**config.mk**
```make
export PLATFORM = sky130hd
export DESIGN_NAME = alu_seq_shift_unit
export DESIGN_NICKNAME = d
export VERILOG_FILES = /design/src/rtl/alu_seq_shift_unit.sv
export SDC_FILE = /design/constraint.sdc
export NUM_CORES = 1
export LEC_CHECK = 0
export CORE_MARGIN = 5
export CORE_UTILIZATION = 60
export CTS_CLUSTER_SIZE = 28
export DETAILED_ROUTE_END_ITERATION = 10
export PLACE_DENSITY_LB_ADDON = 0.25
export SKIP_LAST_GASP = 1
export SLEW_MARGIN = 40
export SYNTH_ARGS = -nofsm -noshare
export SYNTH_HDL_FRONTEND = slang
export SYNTH_SLANG_ARGS = --single-unit
```
**constraint.sdc**
```tcl
create_clock -name clk -period 5.11 [get_ports clk]
set_clock_uncertainty 0.15 [all_clocks]
set_input_delay 0.7665 -clock clk [delete_from_list [all_inputs] [get_ports clk]]
set_output_delay 0.7665 -clock clk [all_outputs]
set_load 0.03 [all_outputs]
```
**src/rtl/alu_seq_shift_unit.sv**
```systemverilog
// rtl/alu_seq_shift_unit.sv - WIDTH-bit ALU with one-cycle arith/logic and bit-serial shift/rotate
module alu_seq_shift_unit #(
  parameter int WIDTH = 8,
  parameter int CNT_W = 8
) (
  input  logic             clk,
  input  logic             reset,
  input  logic             in_valid,
  output logic             in_ready,
  input  logic [3:0]       op_in,
  input  logic [WIDTH-1:0] a_in,
  input  logic [WIDTH-1:0] b_in,
  input  logic             c_in,
  output logic             out_valid,
  input  logic             out_ready,
  output logic [WIDTH-1:0] res_out,
  output logic             res_we,
  output logic [3:0]       flags_out
);

  // Count register must hold values 0..WIDTH; the extended count field is
  // wide enough to compare against WIDTH and WIDTH+1 without truncation.
  localparam int CW = $clog2(WIDTH + 1);
  localparam int EW = CNT_W + CW;
  localparam logic [EW-1:0] W_E  = EW'(WIDTH);
  localparam logic [EW-1:0] W1_E = EW'(WIDTH + 1);

  localparam logic [3:0] OP_ADD  = 4'd0;
  localparam logic [3:0] OP_ADC  = 4'd1;
  localparam logic [3:0] OP_SUB  = 4'd2;
  localparam logic [3:0] OP_SBC  = 4'd3;
  localparam logic [3:0] OP_CMP  = 4'd4;
  localparam logic [3:0] OP_AND  = 4'd5;
  localparam logic [3:0] OP_ORR  = 4'd6;
  localparam logic [3:0] OP_XOR  = 4'd7;
  localparam logic [3:0] OP_LSL  = 4'd8;
  localparam logic [3:0] OP_LSR  = 4'd9;
  localparam logic [3:0] OP_ASR  = 4'd10;
  localparam logic [3:0] OP_ROL  = 4'd11;
  localparam logic [3:0] OP_ROR  = 4'd12;
  localparam logic [3:0] OP_ROLC = 4'd13;
  localparam logic [3:0] OP_RORC = 4'd14;
  localparam logic [3:0] OP_RSVD = 4'd15;

  typedef enum logic [1:0] {
    S_IDLE  = 2'd0,
    S_SHIFT = 2'd1,
    S_DONE  = 2'd2
  } state_t;

  state_t           state_q, state_d;
  logic [3:0]       op_q, op_d;
  logic [WIDTH-1:0] val_q, val_d;
  logic             car_q, car_d;
  logic [CW-1:0]    cnt_q, cnt_d;
  logic [WIDTH-1:0] res_q, res_d;
  logic [3:0]       flags_q, flags_d;
  logic             res_we_q, res_we_d;

  logic [EW-1:0]    b_ext;
  logic [EW-1:0]    eff;
  logic             is_shift;

  logic [WIDTH-1:0] op2;
  logic             cin;
  logic [WIDTH:0]   sum;
  logic             ovf;
  logic [WIDTH-1:0] imm_res;
  logic             imm_c;
  logic             imm_v;
  logic             imm_we;
  logic [3:0]       imm_flags;

  logic [WIDTH-1:0] step_val;
  logic             step_car;
  logic [3:0]       step_flags;

  // Effective shift/rotate count of the op presented at the input
  always_comb begin
    b_ext    = EW'(b_in[CNT_W-1:0]);
    eff      = '0;
    is_shift = 1'b0;
    case (op_in)
      OP_LSL, OP_LSR, OP_ASR: begin
        is_shift = 1'b1;
        eff      = (b_ext > W_E) ? W_E : b_ext;
      end
      OP_ROL, OP_ROR: begin
        is_shift = 1'b1;
        eff      = b_ext & (W_E - EW'(1));
      end
      OP_ROLC, OP_RORC: begin
        // Carry takes part in the rotation, so the ring is WIDTH+1 bits long
        is_shift = 1'b1;
        eff      = b_ext % W1_E;
      end
      default: ;
    endcase
  end

  // Single-cycle result: add/sub share one adder, subtraction as a + ~b + cin
  always_comb begin
    op2 = b_in;
    cin = 1'b0;
    case (op_in)
      OP_ADC:         cin = c_in;
      OP_SUB, OP_CMP: begin op2 = ~b_in; cin = 1'b1; end
      OP_SBC:         begin op2 = ~b_in; cin = c_in; end
      default: ;
    endcase
    sum = {1'b0, a_in} + {1'b0, op2} + {{WIDTH{1'b0}}, cin};
    ovf = (a_in[WIDTH-1] == op2[WIDTH-1]) && (sum[WIDTH-1] != a_in[WIDTH-1]);

    // Shift ops with a zero count fall through to the default: result=a, C=c_in
    imm_res = a_in;
    imm_c   = c_in;
    imm_v   = 1'b0;
    imm_we  = 1'b1;
    case (op_in)
      OP_ADD, OP_ADC, OP_SUB, OP_SBC, OP_CMP: begin
        imm_res = sum[WIDTH-1:0];
        imm_c   = sum[WIDTH];
        imm_v   = ovf;
        imm_we  = (op_in != OP_CMP);
      end
      OP_AND:  imm_res = a_in & b_in;
      OP_ORR:  imm_res = a_in | b_in;
      OP_XOR:  imm_res = a_in ^ b_in;
      OP_RSVD: imm_we  = 1'b0;
      default: ;
    endcase
    imm_flags = {imm_res[WIDTH-1], imm_v, (imm_res == '0), imm_c};
  end

  // One bit position of shift/rotate per cycle on the latched working value
  always_comb begin
    step_val = val_q;
    step_car = car_q;
    case (op_q)
      OP_LSL:  begin step_car = val_q[WIDTH-1]; step_val = {val_q[WIDTH-2:0], 1'b0}; end
      OP_LSR:  begin step_car = val_q[0];       step_val = {1'b0, val_q[WIDTH-1:1]}; end
      OP_ASR:  begin step_car = val_q[0];       step_val = {val_q[WIDTH-1], val_q[WIDTH-1:1]}; end
      OP_ROL:  begin step_car = val_q[WIDTH-1]; step_val = {val_q[WIDTH-2:0], val_q[WIDTH-1]}; end
      OP_ROR:  begin step_car = val_q[0];       step_val = {val_q[0], val_q[WIDTH-1:1]}; end
      OP_ROLC: begin step_car = val_q[WIDTH-1]; step_val = {val_q[WIDTH-2:0], car_q}; end
      OP_RORC: begin step_car = val_q[0];       step_val = {car_q, val_q[WIDTH-1:1]}; end
      default: ;
    endcase
    step_flags = {step_val[WIDTH-1], 1'b0, (step_val == '0), step_car};
  end

  // Next-state, datapath load and handshake outputs
  always_comb begin
    state_d   = state_q;
    op_d      = op_q;
    val_d     = val_q;
    car_d     = car_q;
    cnt_d     = cnt_q;
    res_d     = res_q;
    flags_d   = flags_q;
    res_we_d  = res_we_q;
    in_ready  = 1'b0;
    out_valid = 1'b0;
    case (state_q)
      S_IDLE: begin
        in_ready = 1'b1;
        if (in_valid) begin
          op_d  = op_in;
          val_d = a_in;
          car_d = c_in;
          cnt_d = eff[CW-1:0];
          if (is_shift && (eff != '0)) begin
            state_d = S_SHIFT;
          end else begin
            state_d  = S_DONE;
            res_d    = imm_res;
            flags_d  = imm_flags;
            res_we_d = imm_we;
          end
        end
      end
      S_SHIFT: begin
        val_d = step_val;
        car_d = step_car;
        cnt_d = cnt_q - CW'(1);
        if (cnt_q == CW'(1)) begin
          state_d  = S_DONE;
          res_d    = step_val;
          flags_d  = step_flags;
          res_we_d = 1'b1;
        end
      end
      S_DONE: begin
        out_valid = 1'b1;
        if (out_ready) begin
          state_d = S_IDLE;
        end
      end
      default: state_d = S_IDLE;
    endcase
  end

  // State and datapath registers; reset aborts any op in flight
  always_ff @(posedge clk or posedge reset) begin
    if (reset) begin
      state_q  <= S_IDLE;
      op_q     <= '0;
      val_q    <= '0;
      car_q    <= 1'b0;
      cnt_q    <= '0;
      res_q    <= '0;
      flags_q  <= '0;
      res_we_q <= 1'b0;
    end else begin
      state_q  <= state_d;
      op_q     <= op_d;
      val_q    <= val_d;
      car_q    <= car_d;
      cnt_q    <= cnt_d;
      res_q    <= res_d;
      flags_q  <= flags_d;
      res_we_q <= res_we_d;
    end
  end

  assign res_out   = res_q;
  assign flags_out = flags_q;
  assign res_we    = res_we_q;

endmodule

```
==> load_flow_metrics.sql, run 1 <==
INSERT INTO impl_metrics (metric_group, metric, value, unit) VALUES
('clocking', 'clkTransAtPathRegs', '0.07', 'ns'),
('synthesis', 'post_synthesis_cell_area', '3760', 'um2'),
('power_and_ir_drop', 'power.share.switching', '0.456', ''),
('placement', 'buffer_ports.inserted', '39', ''),
('clocking', 'cts_tree', 'built', ''),
('timing', 'actual_transition_at_the_worst_max_transition_pin', '0.795', 'ns'),
('synthesis', 'synth-adder-area-share', '0.107', ''),
('route', 'drt_wl_total', '10.9', 'mm'),
('route', 'routed-via-count', '3863', ''),
('worst_setup_path', 'worst-endpoint-arrival', '5.00', 'ns'),
('worst_setup_path', 'crit_path_cell_trace', 'clkdlybuf4s50_1, or2b_1, a21o_1, a21oi_2, a211oi_2, ha_2, a221oi_4, and2_4, xnor2_2, inv_2, ha_4, o211a_1, o2111ai_2, o311ai_4, or4b_4, o31ai_4, clkbuf_16, mux2_4', ''),
('timing', 'grt_setup_unrepaired', 'no', ''),
('placement', 'detailedPlacementHpwl', '8.26', 'mm'),
('timing', 'final-hold-violation-count', '0', ''),
('outcome', 'status', 'complete, no violations', ''),
('route', 'initialDrtViolationCount', '472', ''),
('placement', 'routabilityCongestion', '0.969', ''),
('clocking', 'cts.path.max_buffers', '2', ''),
('synthesis', 'synth.yosys.seq_area_share', '0.206', ''),
('floorplan', 'initial_cell_density_of_the_core', '0.624', ''),
('synthesis', 'synth_enable_flop_cells', '0', ''),
('grt', 'track_usage', '0.278', ''),
('synthesis', 'synth_top_family_by_area', 'compound AO/OA/AOI/OAI gates', ''),
('timing', 'postLayoutSetupSlackWorst', '0.136', 'ns'),
('clocking', 'cts_sinks', '31', ''),
('power_and_ir_drop', 'p_leak', '0.00212', 'uW'),
('synthesis', 'postSynth.asyncResetShare', '1.00', ''),
('final_layout', 'num-nets-final', '579', ''),
('final_layout', 'layout.area.seq', '777', 'um2'),
('worst_setup_path', 'critPathCaptureType', 'register', ''),
('floorplan', 'pin_count', '40', ''),
('floorplan', 'floorplan.die_area', '7950', 'um2'),
('power_and_ir_drop', 'p_sw', '910', 'uW'),
('power_and_ir_drop', 'p_comb_frac', '0.613', ''),
('final_layout', 'fillers', '391', ''),
('grt', 'grt_antenna_before_repair', '0', ''),
('grt', 'gr-total-overflow', '0', ''),
('worst_setup_path', 'timing.critical_path.fanout_max', '6', ''),
('timing', 'slew-limit-headroom', '0.468', ''),
('worst_setup_path', 'timing.reg2reg.setup_slack', '2.33', 'ns'),
('timing', 'final_period_minus_worst_setup_slack', '4.97', 'ns'),
('final_layout', 'multi_input_area', '2830', 'um2'),
('synthesis', 'synth_flop_cell', 'sky130_fd_sc_hd__dfrtp_1', ''),
('power_and_ir_drop', 'power_report.internal_total', '1080', 'uW'),
('synthesis', 'synth-compound-area-share', '0.278', ''),
('power_and_ir_drop', 'p_clk_frac', '0.122', ''),
('synthesis', 'synthesis.area_per_instance', '8.25', 'um2'),
('timing', 'max_clock_freq', '201', 'MHz'),
('synthesis', 'synth_xor_xnor_area_share', '0.0459', ''),
('route', 'drtPass1Iterations', '8', ''),
('route', 'route.detailed.drc', '0', ''),
('worst_setup_path', 'setup.worst_path.class', 'primary input to register', ''),
('power_and_ir_drop', 'power.sequential.fraction', '0.265', ''),
('synthesis', 'basic_gate_share_of_the_synthesized_area_counting_and_or_nand_and_nor_cells', '0.203', ''),
('worst_setup_path', 'cp.required', '5.14', 'ns'),
('floorplan', 'chipWidth', '89.2', 'um'),
('grt', 'grt_max_degree', '32', ''),
('worst_setup_path', 'worst_setup_path_start_kind', 'primary input', ''),
('clocking', 'htree_levels', '2', ''),
('timing', 'final_min_period_over_clock_period', '0.973', ''),
('power_and_ir_drop', 'total_power_per_unit_cell_area', '421', 'nW/um2'),
('grt', 'grt_first_pass_wirelength', '17.5', 'mm'),
('synthesis', 'yosys_warnings', '0', ''),
('power_and_ir_drop', 'worst_ir_drop_vdd', '0.424', 'mV'),
('timing', 'timing.final.setup_violations', '0', ''),
('worst_hold_path', 'hold_path_class', 'register to register', ''),
('clocking', 'root_buffer', 'sky130_fd_sc_hd__clkbuf_8', ''),
('synthesis', 'synth.mux.area_fraction', '0.0944', ''),
('flow_run', 'timing.max_cap.violations', '0', ''),
('final_layout', 'drive_gt1_frac', '0.221', ''),
('final_layout', 'postLayoutCoreUtil', '0.786', '');
[worst paths after layout]
kind                                        start                endpoint  cells past startpoint
hold reg to reg                res_we$_DFFE_PP0P_      res_we$_DFFE_PP0P_                      1
max in group asynchronous                   reset  state_q[0]$_DFFE_PP0P_                      3
setup reg to reg           state_q[0]$_DFFE_PP0P_  res_out[0]$_DFFE_PP0P_                      6
setup / recovery                          b_in[2]  res_out[0]$_DFFE_PP0P_                     18
min in group asynchronous                   reset    cnt_q[2]$_DFFE_PP0P_                      3
hold / removal                 res_we$_DFFE_PP0P_      res_we$_DFFE_PP0P_                      1
[cell usage after synthesis, drive strengths merged (13+ instances only)]
cell | count | area share
xnor2 | 13 | 0.034
a21oi | 27 | 0.036
nand2 | 44 | 0.044
o21ai | 30 | 0.040
dfrtp | 31 | 0.21
mux2 | 23 | 0.076
ha | 29 | 0.096
nor2 | 24 | 0.025
clkbuf | 22 | 0.022
nand2b | 14 | 0.024
inv | 28 | 0.028
[power by group through the flow]
stage	clock network, uW	registers [uW]	logic (uW)
6_report	243	528	1220
4_1_cts	243	523	1160
3_5_place_dp	0	520	1150
5_1_grt	257	549	1310
3_3_place_gp	0	519	1110
2_1_floorplan	0	515	798
[timing repair]
item,4_1_cts,5_1_grt
setup buffers,0,3
gates resized for setup,0,25
endpoints found under the setup margin,0,13
hold buffers,0,0
[state kept, by name, summed over array words and instances (netlist names)]
signal / count
car_q: 1
res_we: 1
flags_out: 3
cnt_q: 4
val_q: 8
op_q: 4
res_out: 8
state_q: 2
[kinds of logic after synthesis]
| logic type | Yosys count |
|---|---|
| AO/OA/AOI/OAI | 144 |
| XOR/XNOR | 18 |
| adder cells (fa/ha/maj) | 31 |
| buffers and inverters | 59 |
| flip-flops | 31 |
| multiplexers | 30 |
| AND/OR/NAND/NOR | 143 |
[per-layer routing]
| metal | vias up | part of all wire | GRT usage | routed length, um |
|---|---|---|---|---|
| li1 | 1824 | - | - | - |
| met1 | 1824 | 0.41 | 0.359 | 4450 |
| met2 | 192 | 0.48 | 0.460 | 5270 |
| met3 | 23 | 0.081 | 0.0488 | 877 |
| met4 | 0 | 0.024 | 0.108 | 265 |
| met5 | - | 0 | 0 | 0 |
[final cells by class]
cell class / instances / share of cell area
multi-input combinational: 366 / 0.597
timing repair buffer: 91 / 0.173
sequential: 31 / 0.164
inverter: 28 / 0.0222
tap: 75 / 0.0198
clock buffer: 5 / 0.0145
clock inverter: 3 / 0.00924
[layout by cell type (no fill, tap or decap), types with 5 or more instances in the layout]
cell                              count
sky130_fd_sc_hd__o211ai_1             7
sky130_fd_sc_hd__nand2_1             44
sky130_fd_sc_hd__a222oi_1            10
sky130_fd_sc_hd__buf_4               50
sky130_fd_sc_hd__inv_1               26
sky130_fd_sc_hd__mux2i_1              7
sky130_fd_sc_hd__mux2_4               7
sky130_fd_sc_hd__mux2_2              16
sky130_fd_sc_hd__clkbuf_8             5
sky130_fd_sc_hd__dfrtp_1             30
sky130_fd_sc_hd__nand2b_1            12
sky130_fd_sc_hd__o21ai_0             26
sky130_fd_sc_hd__nor2b_1              9
sky130_fd_sc_hd__clkdlybuf4s50_1     35
sky130_fd_sc_hd__a22oi_1              6
sky130_fd_sc_hd__nor3b_1              5
sky130_fd_sc_hd__xor2_1               5
sky130_fd_sc_hd__xnor2_1             10
sky130_fd_sc_hd__nand3b_1             5
sky130_fd_sc_hd__o22ai_1              5
sky130_fd_sc_hd__a21o_1               5
sky130_fd_sc_hd__nor2_1              23
sky130_fd_sc_hd__a21oi_1             26
sky130_fd_sc_hd__nand3_1             10
sky130_fd_sc_hd__o22a_1               9
sky130_fd_sc_hd__ha_1                26
[through the flow]
step                total power [uW]  std cells  cell area [um2]  TNS [ns]  hold slack, ns
floorplan                       1310        456             3760         0           0.333
global placement                1630        587             4480    -0.906           0.324
detailed placement              1670        587             4480     -2.83           0.333
CTS                             1920        595             4590         0           0.353
global route                    2110        599             4740         0           0.376
finish                          1990        599             4740         0           0.349
[critical path: cells and delay by family]
kind / cells / cell delay [ns]
AOI/OAI and AO/OA: 8 / 1.62
xor gates and xnor gates: 1 / 0.12
adders and majority gates: 2 / 0.38
buffers and inverters: 3 / 0.77
muxes: 1 / 0.30
and+or+nand+nor: 3 / 1.04
Note: power is estimated with default switching activity, not from simulation.
==> inputs of run 2 (changes only) <==
--- a/config.mk
+++ b/config.mk
@@ -10,7 +10,6 @@
 export CTS_CLUSTER_SIZE = 28
 export DETAILED_ROUTE_END_ITERATION = 10
 export PLACE_DENSITY_LB_ADDON = 0.25
-export SKIP_LAST_GASP = 1
 export SLEW_MARGIN = 40
 export SYNTH_ARGS = -nofsm -noshare
 export SYNTH_HDL_FRONTEND = slang
==> results of run 2 <==
No change in the layout: final DEF, timing and power equal those of run 1.
==> inputs of run 3 (changes only) <==
--- a/config.mk
+++ b/config.mk
@@ -10,6 +10,7 @@
 export CTS_CLUSTER_SIZE = 28
 export DETAILED_ROUTE_END_ITERATION = 10
 export PLACE_DENSITY_LB_ADDON = 0.25
+export RECOVER_POWER = 25
 export SLEW_MARGIN = 40
 export SYNTH_ARGS = -nofsm -noshare
 export SYNTH_HDL_FRONTEND = slang
==> run 3 against run 2 <==
  * The flow now finishes with violations (capacitance limit, slew limit)
  * Register-to-register slack about the same
  * Flip-flop and latch count unchanged
  * Power decreased by 0.20%
  * Wire length decreased by 0.16%
  * Critical endpoint unchanged
==> load_flow_metrics.sql, run 3 (synthesis results as in run 1) <==
INSERT INTO impl_metrics (metric_group, metric, value, unit) VALUES
('clocking', 'clkTransAtPathRegs', '0.07', 'ns'),
('final_layout', 'layout_commonest_cell', 'sky130_fd_sc_hd__buf_4', ''),
('clocking', 'cts_buffers', '5', ''),
('final_layout', 'drive_gt1_frac', '0.219', ''),
('clocking', 'root_buffer', 'sky130_fd_sc_hd__clkbuf_8', ''),
('clocking', 'cts_tree', 'built', ''),
('grt', 'grt_max_degree', '32', ''),
('route', 'initialDrtViolationCount', '475', ''),
('outcome', 'status', 'finished with violations', ''),
('worst_setup_path', 'crit-reg2reg-capture', 'res_out[0]$_DFFE_PP0P_', ''),
('flow_run', 'timing.max_cap.violations', '1', ''),
('timing', 'slew_viol_final', '32', ''),
('worst_hold_path', 'hold_path_class', 'register to register', ''),
('grt', 'track_usage', '0.278', ''),
('grt', 'grt_antenna_before_repair', '0', ''),
('worst_hold_path', 'min-delay-start', 'res_we$_DFFE_PP0P_', ''),
('final_layout', 'area_growth_syn_to_layout', '25.8', '%'),
('route', 'drt_wl_total', '10.8', 'mm'),
('power_and_ir_drop', 'total_power_per_unit_cell_area', '420', 'nW/um2'),
('final_layout', 'n_antenna_cell', '0', ''),
('floorplan', 'num_rows', '28', ''),
('floorplan', 'floorplan.die_area', '7950', 'um2'),
('timing', 'grt_setup_unrepaired', 'no', ''),
('floorplan', 'placeableCoreArea', '6030', 'um2'),
('outcome', 'violations', 'capacitance limit, slew limit', ''),
('worst_setup_path', 'cp.buffers_inverters', '3', ''),
('worst_setup_path', 'reg2reg_from', 'state_q[0]$_DFFE_PP0P_', ''),
('clocking', 'clock_insertion_delay_worst_skew', '0.28', 'ns'),
('route', 'route.detailed.drc', '0', ''),
('route', 'drtPass1Iterations', '6', ''),
('timing', 'final.hold.worst_slack', '0.349', 'ns'),
('final_layout', 'num-nets-final', '579', ''),
('floorplan', 'die_h', '89.2', 'um'),
('placement', 'buffer_ports.inserted', '39', ''),
('timing', 'final_min_period_over_clock_period', '0.974', ''),
('worst_hold_path', 'hold-path-endpoint', 'res_we$_DFFE_PP0P_', ''),
('timing', 'max_clock_freq', '201', 'MHz'),
('timing', 'slew-limit-headroom', '-0.101', ''),
('grt', 'gr-total-overflow', '0', ''),
('worst_setup_path', 'cp.required', '5.13', 'ns'),
('worst_setup_path', 'timing.reg2reg.setup_slack', '2.32', 'ns'),
('power_and_ir_drop', 'totalPowerFinal', '1990', 'uW'),
('clocking', 'cts.path.max_buffers', '2', ''),
('route', 'routed-via-count', '3879', ''),
('floorplan', 'pin_count', '40', ''),
('timing', 'actual_transition_at_the_worst_max_transition_pin', '1.65', 'ns'),
('worst_setup_path', 'crit_family', 'compound AO/OA/AOI/OAI gates', ''),
('worst_setup_path', 'worst-endpoint-arrival', '5.00', 'ns'),
('floorplan', 'chipWidth', '89.2', 'um'),
('worst_setup_path', 'timing.critical_path.fanout_max', '6', ''),
('worst_setup_path', 'cpMaxStageDelayCell', 'sky130_fd_sc_hd__or4b_4', ''),
('worst_setup_path', 'worst_setup_path_start_kind', 'primary input', ''),
('placement', 'detailedPlacementHpwl', '8.26', 'mm'),
('worst_setup_path', 'crit_path_cell_trace', 'clkdlybuf4s50_1, or2b_1, a21o_1, a21oi_2, a211oi_2, ha_2, a221oi_4, and2_4, xnor2_2, inv_2, ha_4, o211a_1, o2111ai_2, o311ai_4, or4b_4, o31ai_4, clkbuf_16, mux2_4', ''),
('worst_hold_path', 'whs_path_depth', '1', ''),
('placement', 'routabilityCongestion', '0.969', ''),
('route', 'detail_route.wl_per_cell', '18.1', 'um'),
('power_and_ir_drop', 'p_leak', '0.00212', 'uW'),
('worst_setup_path', 'worst_r2r_path_depth', '6', ''),
('clocking', 'cts_sinks', '31', ''),
('timing', 'final_period_minus_worst_setup_slack', '4.98', 'ns'),
('route', 'final_antenna_net_count', '0', ''),
('timing', 'timing.final.setup_violations', '0', ''),
('worst_setup_path', 'worst_path_largest_cell_delay', '0.56', 'ns'),
('floorplan', 'initial_cell_density_of_the_core', '0.624', ''),
('timing', 'final-hold-violation-count', '0', ''),
('route', 'detail_route.vias_per_cell', '6.48', ''),
('grt', 'number_of_global_route_vias_before_repair', '3688', ''),
('worst_setup_path', 'critPathCaptureType', 'register', ''),
('final_layout', 'most-common-layout-cells', '49 x sky130_fd_sc_hd__buf_4, 44 x sky130_fd_sc_hd__nand2_1, 34 x sky130_fd_sc_hd__clkdlybuf4s50_1', ''),
('clocking', 'htree_levels', '2', ''),
('grt', 'grt_first_pass_wirelength', '17.5', 'mm'),
('worst_setup_path', 'setup.worst_path.class', 'primary input to register', ''),
('power_and_ir_drop', 'worst_ir_drop_vdd', '0.425', 'mV');
-- run 3: final cells by class --
class | count | area, um2
Sequential cell | 31 | 777
Timing Repair Buffer | 91 | 817
Fill cell | 393 | 1290
Clock inverter | 3 | 43.8
Inverter | 28 | 105
Clock buffer | 5 | 68.8
Tap cell | 75 | 93.8
Multi-Input combinational cell | 366 | 2830
-- run 3: per-layer routing --
| metal | GRT usage | vias to the layer above | part of all wire |
|---|---|---|---|
| met1 | 0.359 | 1831 | 0.40 |
| met5 | 0 | - | 0 |
| met2 | 0.460 | 199 | 0.49 |
| met4 | 0.108 | 0 | 0.026 |
| li1 | - | 1821 | - |
| met3 | 0.0488 | 28 | 0.085 |
-- run 3: worst max-delay path by stage --
stage	endpoint	start	cells past startpoint
floorplan	flags_out[0]$_DFFE_PP0P_	b_in[3]	17
global placement	res_out[4]$_DFFE_PP0P_	b_in[6]	17
detailed placement	res_out[5]$_DFFE_PP0P_	b_in[6]	17
CTS	res_out[5]$_DFFE_PP0P_	b_in[6]	17
global route	res_out[2]$_DFFE_PP0P_	b_in[2]	18
finish	res_out[0]$_DFFE_PP0P_	b_in[2]	18
-- run 3: report_power, final --
part	internal, uW	switching [uW]	leakage [uW]
sequential	363	165	0.000366
clock	145	97.0	0.0000581
combinational	575	644	0.00169
total	1080	906	0.00212
-- run 3: what timing repair did --
action,4_1_cts,5_1_grt
setup endpoints to repair,0,13
buffers inserted,0,3
resized for setup,0,25
hold buffers,0,0
-- run 3: through the flow --
| step | utilization | cell area [um2] | worst slack (ns) | setup TNS (ns) | cells |
|---|---|---|---|---|---|
| 3_3_place_gp | 0.743 | 4480 | -0.114 | -0.906 | 587 |
| 2_1_floorplan | - | 3760 | 0.0438 | 0 | 456 |
| 5_1_grt | 0.786 | 4730 | 0.00299 | 0 | 599 |
| 3_5_place_dp | 0.743 | 4480 | -0.289 | -2.83 | 587 |
| 4_1_cts | 0.762 | 4590 | 0.0179 | 0 | 595 |
| 6_report | 0.786 | 4730 | 0.135 | 0 | 599 |
